==> src/rtl/fsm_tx_pkg.sv <==
// State codes shared between the serial transmitter and the receive-side checker,
// plus a small sizing helper for the phase counter.
package fsm_tx_pkg;

   typedef enum logic [2:0] {
      TX_IDLE = 3'd0,
      TX_PRE  = 3'd1,
      TX_SEP  = 3'd2,
      TX_DATA = 3'd3,
      TX_GAP  = 3'd4
   } tx_state_t;

   // Largest of three phase lengths; sizes the shared down-counter.
   function automatic int max3(input int a, input int b, input int c);
      int m;
      m = a;
      if (b > m) m = b;
      if (c > m) m = c;
      return m;
   endfunction

endpackage

==> src/rtl/fsm_serial_tx.sv <==
// Serial frame transmitter: preamble of 1s, a 0 separator, payload MSB-first,
// then a trailing 0 gap. One frame in flight; words offered while busy are dropped.
module fsm_serial_tx
   import fsm_tx_pkg::*;
#(
   parameter int DATA_W  = 8,
   parameter int PRE_LEN = 2,
   parameter int GAP_LEN = 2
) (
   input  logic              clk,
   input  logic              reset,
   input  logic              load_valid,
   input  logic [DATA_W-1:0] load_data,
   output logic              load_ready,
   output logic              wo,
   output logic              busy,
   output logic              done
);

   localparam int MAX_LEN = max3(PRE_LEN, DATA_W, GAP_LEN);
   localparam int CNT_W   = $clog2(MAX_LEN) + 1;

   localparam logic [CNT_W-1:0] PRE_M1  = CNT_W'(PRE_LEN - 1);
   localparam logic [CNT_W-1:0] DATA_M1 = CNT_W'(DATA_W - 1);
   localparam logic [CNT_W-1:0] GAP_M1  = CNT_W'(GAP_LEN - 1);

   tx_state_t         state;
   logic [CNT_W-1:0]  cnt;
   logic [DATA_W-1:0] shreg;

   // Frame sequencer: state, phase counter, shift register and the registered line.
   // wo is loaded with the value belonging to the state being entered, so the line
   // changes on the same edge as the state.
   always_ff @(posedge clk or negedge reset) begin
      if (!reset) begin
         state <= TX_IDLE;
         cnt   <= '0;
         shreg <= '0;
         wo    <= 1'b0;
      end else begin
         case (state)
            TX_IDLE: begin
               if (load_valid) begin
                  state <= TX_PRE;
                  cnt   <= PRE_M1;
                  shreg <= load_data;
                  wo    <= 1'b1;
               end else begin
                  wo    <= 1'b0;
               end
            end
            TX_PRE: begin
               if (cnt == '0) begin
                  state <= TX_SEP;
                  wo    <= 1'b0;
               end else begin
                  cnt   <= cnt - 1'b1;
                  wo    <= 1'b1;
               end
            end
            TX_SEP: begin
               state <= TX_DATA;
               cnt   <= DATA_M1;
               wo    <= shreg[DATA_W-1];
               shreg <= shreg << 1;
            end
            TX_DATA: begin
               if (cnt == '0) begin
                  state <= TX_GAP;
                  cnt   <= GAP_M1;
                  wo    <= 1'b0;
               end else begin
                  cnt   <= cnt - 1'b1;
                  wo    <= shreg[DATA_W-1];
                  shreg <= shreg << 1;
               end
            end
            TX_GAP: begin
               wo <= 1'b0;
               if (cnt == '0) begin
                  state <= TX_IDLE;
               end else begin
                  cnt   <= cnt - 1'b1;
               end
            end
            default: begin
               state <= TX_IDLE;
               cnt   <= '0;
               wo    <= 1'b0;
            end
         endcase
      end
   end

   // Status outputs decoded purely from registered state, so they cannot glitch on inputs.
   always_comb begin
      load_ready = (state == TX_IDLE);
      busy       = (state != TX_IDLE);
      done       = (state == TX_GAP) && (cnt == '0);
   end

endmodule

==> config.mk <==
export PLATFORM = sky130hd
export DESIGN_NAME = fsm_serial_tx
export DESIGN_NICKNAME = d
export VERILOG_FILES = /design/src/rtl/fsm_tx_pkg.sv /design/src/rtl/fsm_serial_tx.sv
export SDC_FILE = /design/constraint.sdc
export NUM_CORES = 1
export LEC_CHECK = 0
export ABC_AREA = 0
export BUFFER_PORTS_ARGS = -buffer_cell sky130_fd_sc_hd__buf_2
export CAP_MARGIN = 25
export CORE_MARGIN = 2
export CORE_UTILIZATION = 35
export CTS_CLUSTER_DIAMETER = 100
export CTS_CLUSTER_SIZE = 30
export DETAILED_ROUTE_END_ITERATION = 6
export HOLD_SLACK_MARGIN = 0.08
export PLACE_DENSITY = 0.52
export SLEW_MARGIN = 10
export SYNTH_ARGS = -nofsm -noshare
export SYNTH_HDL_FRONTEND = slang
export SYNTH_SLANG_ARGS = --single-unit
==> constraint.sdc <==
create_clock -name clk -period 1.8 [get_ports clk]
set_clock_uncertainty 0.15 [all_clocks]
set_input_delay 0.09 -clock clk [delete_from_list [all_inputs] [get_ports clk]]
set_output_delay 0.09 -clock clk [all_outputs]
set_load 0.005 [all_outputs]
==> results of run 1 <==
where the power goes:
group / switching, uW / internal, uW
sequential: 139 / 538
clock: 123 / 123
combinational: 572 / 816
total: 834 / 1480
metal layers:
layer	part of all wire, %	global-route usage [%]	wire length, um
met5	0	0	0
met4	0.66	3.83	14
met3	3.6	5.15	76
met2	51	24.5	1080
met1	45	16.4	951
critical path, delay by kind of cell, from the launching register on:
family | cells | cell delay [ns]
DFF | 1 | 0.40
and+or+nand+nor | 2 | 0.47
buffers and inverters | 3 | 0.33
adders and majority gates | 1 | 0.13
what timing repair did:
action,CTS,global route
hold buffers,10,0
gates resized for setup,8,6
endpoints found under the hold margin,26,0
endpoints found under the setup margin,10,13
buffers inserted,5,0
pin swaps,4,3
final cells by class:
cell class	instances	area (um^2)	share of cell area, %
Inverter	4	15.0	1.12
Sequential cell	16	400	29.9
Clock buffer	4	36.3	2.71
Tap cell	30	37.5	2.80
Multi-Input combinational cell	60	532	39.6
Timing Repair Buffer	43	320	23.9
layout by cell type, fill, tap and decap left out, drive strengths merged, types with 4 or more instances in the layout:
cell type	instances
a211oi	4
inv	4
dlygate4sd3	10
o21ai	4
buf	33
mux2	12
nor3	5
clkbuf	4
dfrtp	16
nand2	4
nor2	7
flip-flops by register name (all words and copies together), names as in the netlist:
signal	cells
cnt	4
wo	1
state	3
shreg	8
worst min-delay path by stage:
stage | startpoint | end | slack, ns | cells after the start
floorplan | reset | cnt[0] | -0.36 | 0
global placement | reset | state[2] | -0.12 | 1
detailed placement | reset | state[1] | -0.12 | 1
CTS | reset | state[1] | 0.09 | 2
global route | reset | state[1] | 0.11 | 2
finish | reset | state[1] | 0.08 | 2
per-stage QoR:
step | area (um^2) | total power (uW) | setup WS [ns]
2_1_floorplan | 927 | 1470 | -0.0159
3_3_place_gp | 1110 | 1840 | -0.0244
3_5_place_dp | 1110 | 1860 | -0.0377
4_1_cts | 1320 | 2280 | -0.0767
5_1_grt | 1340 | 2490 | -0.138
6_report | 1340 | 2310 | -0.0654
cells by family (layout without fill, tap and decap cells):
kind of cell / count (synthesis) / after routing / share of synthesized area, %
simple gates: 23 / 23 / 14.0
compound gates: 19 / 19 / 16.2
flops: 16 / 16 / 43.2
mux: 14 / 14 / 17.1
buf+inv: 10 / 51 / 4.86
fa+ha+maj: 2 / 2 / 2.70
xor+xnor: 2 / 2 / 1.89
==> flow_metrics.tcl, run 1 <==
set metrics [dict create \
    status "finished with violations" \
    violations "negative setup slack" \
    yosys.cell_count.top_type "dfrtp_1" \
    groute.usage.overall_pct 14.2 \
    vias 786 \
    hpwl_mm 1.39 \
    num_antenna_cells 0 \
    cp-start-kind "flop" \
    crit_required_ns 1.56 \
    gr-total-overflow 0 \
    finalMaxSlewViolations 0 \
    synth_area_leaders "dfrtp_1 43%, mux2_2 13%, a211oi_1 3.2%" \
    synth_top_area_cell "dfrtp_1" \
    nFillCells 218 \
    timing.hold.ws_ns 0.0838 \
    grt_max_degree 17 \
    grt_pass1_vias 828 \
    clkTransAtPathRegs_ns 0.10 \
    drive_gt1_share_pct 48.8 \
    fin_ws_ns -0.0654 \
    antenna_found_initial 0 \
    clockBufferDepth 2 \
    crit_slowest_cell "or3b_4" \
    netlist.area_leader.share_pct 43.2 \
    synth.yosys.warnings 0 \
    dpl.cell_count 138 \
    ioPinCount 15 \
    hold_violations 0 \
    critPathCaptureType "output pin" \
    synth_common_cells "16 x dfrtp_1, 11 x mux2_2, 6 x nor2_1" \
    r2r-end "shreg[6]" \
    die_h_um 55.5 \
    critPathLaunch "cnt[0]" \
    core_area_mm2 0.00250 \
    path_cells "inv_2 > ha_4 > or3b_4 > buf_6 > nor2_4 > buf_2" \
    cp_max_fo 4 \
    crit_arrival_ns 1.63 \
    cp-endpoint "done" \
    synthArstFlopShare_pct 100 \
    p_leak_uw 0.000600 \
    finalWeightedCongestion 0.776 \
    seq_area_frac_synth_pct 43.2 \
    initial_utilization_pct 37.1 \
    cts_tree "done" \
    cts_root_buf "clkbuf_4" \
    synth_seq_cells 16 \
    post_drt_via_cell_ratio 5.01 \
    numCtsBuffers 3 \
    tightest_slew_ns 0.416 \
    synth_edf_count 0 \
    clock_latency_ns 0.29 \
    finalSetupTns_ns -0.194 \
    synth_cells 86 \
    r2r_start "cnt[0]" \
    avgSynthCellArea_um2 10.8 \
    utilization_pct 53.7 \
    fin_crit_sh_pct 104 \
    wire_per_inst_um 13.5 \
    cts.sinks 16 \
    slew_headroom_pct 72.2 \
    drt_iter0_drc 10 \
    dr.pass1.iters 4 \
    rows 18 \
    area_delta_synth_final_pct 44.7 \
    fp.dieW_um 55.5 \
    antenna_left 0 \
    setup_viol 7 \
    final_cell_count_no_fill 157 \
    remaining_drc_errors 0 \
    rrSetupSlack_ns -0.04 \
    port_buffers 14 \
    hold_path_class "in -> async" \
    syn-num-nets 99 \
    nNetsFinal 141 \
    grt_setup_unrepaired "yes" \
    fmax_mhz 536 \
    max_stage_delay_ns 0.41 \
    r2r_cells 6 \
    netlist_area_um2 927 \
    htree_levels 1 \
    worstSetupPathType "reg -> out" \
    finalWirelength_mm 2.12 \
    yosys_most_used_dff "dfrtp_1" \
    grt_pass1_wl_mm 3.48 \
    die_area_mm2 0.00308 \
    cap_viol_max_count 0 \
    finalCriticalPeriod_ns 1.87 \
    synth_cell_types 32 \
    powerDensity_mw_per_mm2 1720 \
    max-vdd-ir-drop_v 0.000897 \
]
(Power assumes the default switching activity.)
==> run 2, diff against run 1 <==
--- a/config.mk
+++ b/config.mk
@@ -10,6 +10,7 @@
 export CAP_MARGIN = 25
 export CORE_MARGIN = 2
 export CORE_UTILIZATION = 35
+export CTS_BUF_LIST = sky130_fd_sc_hd__clkbuf_4
 export CTS_CLUSTER_DIAMETER = 100
 export CTS_CLUSTER_SIZE = 30
 export DETAILED_ROUTE_END_ITERATION = 6
==> flow_metrics.tcl, run 2 (same netlist as run 1, synthesis figures left out) <==
set metrics [dict create \
    finalMaxSlewViolations 0 \
    grt_setup_unrepaired "yes" \
    grt.met2_usage_pct 22.6 \
    worstSetupPathType "reg -> reg" \
    cts_root_buf "clkbuf_4" \
    numCtsBuffers 3 \
    die_h_um 55.5 \
    num_antenna_cells 0 \
    dpl.cell_count 138 \
    final_common_cell "dfrtp_1" \
    die_area_mm2 0.00308 \
    clockBufferDepth 2 \
    vias 771 \
    groute.usage.overall_pct 13.8 \
    drive_gt1_share_pct 45.6 \
    cap_viol_max_count 0 \
    drt_iter0_drc 11 \
    clkTransAtPathRegs_ns 0.10 \
    hold_path_class "in -> async" \
    met3_usage_pct 5.15 \
    finalWeightedCongestion 0.776 \
    remaining_drc_errors 0 \
    finalCriticalPeriod_ns 1.87 \
    regMostFlops "shreg" \
    post_drt_via_cell_ratio 4.97 \
    fin_ws_ns -0.0657 \
    port_buffers 14 \
    max-vdd-ir-drop_v 0.000872 \
    critPathCaptureType "flop" \
    final_area_mm2 0.00130 \
    cp_max_fo 7 \
    seqCellArea_um2 400 \
    p_leak_uw 0.000581 \
    rows 18 \
    grt_max_degree 17 \
    gr-max-usage-layer "met2" \
    cp-start-kind "flop" \
    area_delta_synth_final_pct 40.2 \
    crit_arrival_ns 1.90 \
    status "finished with violations" \
    hold_violations 0 \
    slew_headroom_pct 71.7 \
    top_regs "shreg x8, cnt x4, state x3" \
    p_total_uw 2190 \
    wire_per_inst_um 13.0 \
    dr.pass1.iters 4 \
    gr-total-overflow 0 \
    grt_pass1_vias 793 \
    fmax_mhz 536 \
    violations "negative setup slack" \
    hpwl_mm 1.39 \
    multiInputGateArea_um2 512 \
    initial_utilization_pct 37.1 \
    rrSetupSlack_ns -0.07 \
    nNetsFinal 139 \
    powerDensity_mw_per_mm2 1680 \
    dpl_cell_area_mm2 0.00111 \
    crit_required_ns 1.83 \
    r2r_cells 6 \
    tightest_slew_ns 0.423 \
    use_met1_pct 16.9 \
    r2r_start "cnt[0]" \
    cts.sinks 16 \
    finalWirelength_mm 2.02 \
    ioPinCount 15 \
    largest_reg_flops 8 \
    htree_levels 1 \
    antenna_found_initial 0 \
    grt_pass1_wl_mm 3.37 \
    nFillCells 228 \
    antenna_left 0 \
    final_cell_count_no_fill 155 \
    fin_crit_sh_pct 104 \
    fp.dieW_um 55.5 \
    r2r-end "shreg[6]" \
    setup_viol 7 \
    clock_latency_ns 0.29 \
    final_cell_mix "16 x dfrtp_1, 14 x buf_2, 14 x buf_4" \
    cts_tree "done" \
    core_area_mm2 0.00250 \
]
==> run 2: cell types whose count changed in the layout (fill, tap and decap cells not counted), sizes merged <==
cell	delta
buf	-2
clkbuf	-1
clkinv	+1
==> run 2: critical path: stages, from the launching register on <==
cell       delay (ns)
dfrtp_1          0.40
inv_2            0.08
ha_4             0.13
or3b_4           0.41
a2bb2oi_4        0.20
nor2_4           0.09
mux2_4           0.30
==> run 2: where the power goes <==
group | switching (uW) | total [uW] | internal (uW) | leakage [uW]
combinational | 552 | 1320 | 769 | 0.000375
sequential | 130 | 668 | 538 | 0.000191
clock | 118 | 199 | 80.7 | 0.0000154
==> run 2: metrics by stage <==
stage | setup TNS, ns | worst slack, ns | utilization [%] | hold WS, ns
3_5_place_dp | -0.167 | -0.0377 | 44.4 | -0.119
5_1_grt | -0.807 | -0.139 | 52.0 | 0.107
3_3_place_gp | -0.0244 | -0.0244 | 44.4 | -0.121
2_1_floorplan | -0.0159 | -0.0159 | - | -0.356
6_report | -0.325 | -0.0657 | 52.0 | 0.0884
4_1_cts | -0.212 | -0.0745 | 50.9 | 0.0948
==> run 2: metal layers <==
metal | up-vias | part of all wire, %
met5 | - | 0
met4 | 0 | 0.69
met3 | 2 | 3.4
met2 | 14 | 49
met1 | 366 | 46
li1 | 389 | -
==> run 2: how the worst max path moves through the flow <==
stage,startpoint,to,slack [ns],cells after the start
after global routing,cnt[0],done,-0.14,6
after detailed placement,cnt[1],cnt[1],-0.04,6
after floorplan,cnt[0],shreg[6],-0.02,6
final,cnt[0],shreg[6],-0.07,6
after global placement,cnt[0],shreg[6],-0.02,6
after CTS,cnt[1],done,-0.07,6
==> run 2: repair_timing <==
item                                    CTS  global route
gates resized for setup                   6             7
endpoints found under the hold margin    26             0
hold buffers                             10             0
pin swaps                                 2             2
endpoints found under the setup margin   10            13
buffers inserted                          2             1
==> run 2: area by class of cell <==
type | count | share of cell area, %
Multi-Input combinational cell | 60 | 39.4
Sequential cell | 16 | 30.8
Timing Repair Buffer | 41 | 23.8
Tap cell | 30 | 2.89
Clock buffer | 3 | 1.73
Inverter | 4 | 1.15
Clock inverter | 1 | 0.289
==> run 3, diff against run 2 <==
--- a/config.mk
+++ b/config.mk
@@ -9,13 +9,13 @@
 export BUFFER_PORTS_ARGS = -buffer_cell sky130_fd_sc_hd__buf_2
 export CAP_MARGIN = 25
 export CORE_MARGIN = 2
-export CORE_UTILIZATION = 35
+export CORE_UTILIZATION = 51
 export CTS_BUF_LIST = sky130_fd_sc_hd__clkbuf_4
 export CTS_CLUSTER_DIAMETER = 100
 export CTS_CLUSTER_SIZE = 30
 export DETAILED_ROUTE_END_ITERATION = 6
 export HOLD_SLACK_MARGIN = 0.08
-export PLACE_DENSITY = 0.52
+export PLACE_DENSITY = 0.72
 export SLEW_MARGIN = 10
 export SYNTH_ARGS = -nofsm -noshare
 export SYNTH_HDL_FRONTEND = slang
==> flow_metrics.tcl, run 3 (same netlist as run 1, synthesis figures left out) <==
set metrics [dict create \
    status "finished with violations" \
    violations "negative setup slack" \
    rrSetupSlack_ns -0.04 \
    fmax_mhz 538 \
    finalCriticalPeriod_ns 1.86 \
    seqPwrFrac_pct 31.0 \
    port_buffers 14 \
    powerDensity_mw_per_mm2 1690 \
    cp-start-kind "flop" \
    worstSetupPathType "reg -> out" \
    htree_levels 1 \
    crit_arrival_ns 1.62 \
    crit_slowest_cell "dfrtp_1" \
    finalMaxSlewViolations 0 \
    cts.sinks 16 \
    p_leak_uw 0.000568 \
    die_h_um 46.6 \
    final_cell_mix "16 x dfrtp_1, 14 x buf_2, 12 x buf_4" \
    grt_pass1_wl_mm 3.28 \
    crit_required_ns 1.56 \
    final_common_cell "dfrtp_1" \
    initial_utilization_pct 53.7 \
    antenna_left 0 \
    p_total_uw 2160 \
    comb_power_share_pct 60.0 \
    gr-total-overflow 0 \
    final_cell_count_no_fill 148 \
    swShare_pct 35.9 \
    groute.usage.overall_pct 22.1 \
    critPathLaunch "cnt[1]" \
    die_area_mm2 0.00217 \
    clockBufferDepth 2 \
    r2r_cells 6 \
    num_antenna_cells 0 \
    cts_tree "done" \
    path_cells "inv_2 > ha_4 > or3b_4 > buf_6 > nor2_2 > buf_2" \
    vias 760 \
    place_ws_ns -0.0649 \
    top_regs "shreg x8, cnt x4, state x3" \
    fin_crit_sh_pct 103 \
    nNetsFinal 137 \
    hold_violations 0 \
    post_drt_via_cell_ratio 5.14 \
    r2r-end "shreg[6]" \
    cp-endpoint "done" \
    critPathCaptureType "output pin" \
    switchingPower_uw 776 \
    ioPinCount 15 \
    max-vdd-ir-drop_v 0.00108 \
    finalWirelength_mm 1.88 \
    cap_viol_max_count 0 \
    drt_iter0_drc 14 \
    grt_max_degree 17 \
    r2r_start "cnt[1]" \
    setup_viol 7 \
    finalWeightedCongestion 0.897 \
    drive_gt1_share_pct 44.7 \
    antenna_found_initial 0 \
    largest_reg_flops 8 \
    dpl.cell_count 132 \
    area_delta_synth_final_pct 37.4 \
    fin_ws_ns -0.0588 \
    timing.hold.ws_ns 0.0939 \
    internal_power_uw 1380 \
    grt_setup_unrepaired "yes" \
    rows 15 \
    core_area_mm2 0.00173 \
    numCtsBuffers 3 \
    hold_path_class "in -> async" \
    cts_root_buf "clkbuf_4" \
    clock_latency_ns 0.28 \
    dr.pass1.iters 4 \
    remaining_drc_errors 0 \
    max_stage_delay_ns 0.41 \
    pwr-share-clk_pct 9.0 \
    tightest_slew_ns 0.370 \
    cp_max_fo 3 \
    regMostFlops "shreg" \
    clkTransAtPathRegs_ns 0.10 \
    hpwl_mm 1.34 \
    grt_pass1_vias 786 \
    fp.dieW_um 46.6 \
    slew_headroom_pct 75.3 \
    wire_per_inst_um 12.7 \
]
-- run 3: power by group through the flow --
stage               Sequential [uW]  Clock, uW  Combinational, uW
global placement                667          0               1150
detailed placement              673          0               1170
finish                          669        194               1300
CTS                             671        203               1280
floorplan                       630          0                843
global route                    696        212               1420
-- run 3: worst min path at each step --
stage	startpoint	to	slack [ns]	cells after the start
after global placement	reset	state[0]	-0.12	1
after global routing	reset	cnt[3]	0.13	2
final	reset	cnt[3]	0.09	2
after floorplan	reset	cnt[0]	-0.36	0
after CTS	reset	cnt[3]	0.10	2
after detailed placement	reset	state[1]	-0.12	1
-- run 3: routing by layer --
layer  share of wire, %  routed length, um  GRT usage (%)
met1                 44                834           26.8
met2                 52                977           38.1
met3                2.7                 50           2.35
met4               0.96                 18           11.7
met5                  0                  0              0
-- run 3: area by class of cell --
type	instances	area, um^2
clock inverter	1	3.75
inverter	4	15.0
multi-input combinational	60	507
sequential	16	400
timing repair buffer	39	294
fill	123	453
tap	25	31.3
clock buffer	3	22.5
-- run 3: repair_timing --
action	CTS	global route
endpoints found under the setup margin	11	13
endpoints found under the hold margin	26	0
pin swaps	2	1
setup buffers	2	1
resized for setup	7	4
hold buffers	10	0
-- run 3: critical path: cells and delay by family, from the launching register on --
kind | cells | cell delay (ns)
flops | 1 | 0.41
simple gates | 2 | 0.46
buf+inv | 3 | 0.34
fa+ha+maj | 1 | 0.13
-- run 3: through the flow --
step           TNS [ns]  area, um^2  utilization, %
5_1_grt          -0.682        1270            73.8
3_5_place_dp     -0.398        1100            63.5
6_report         -0.169        1270            73.8
3_3_place_gp          0        1100            63.5
2_1_floorplan   -0.0159         927               -
4_1_cts          -0.283        1260            73.1
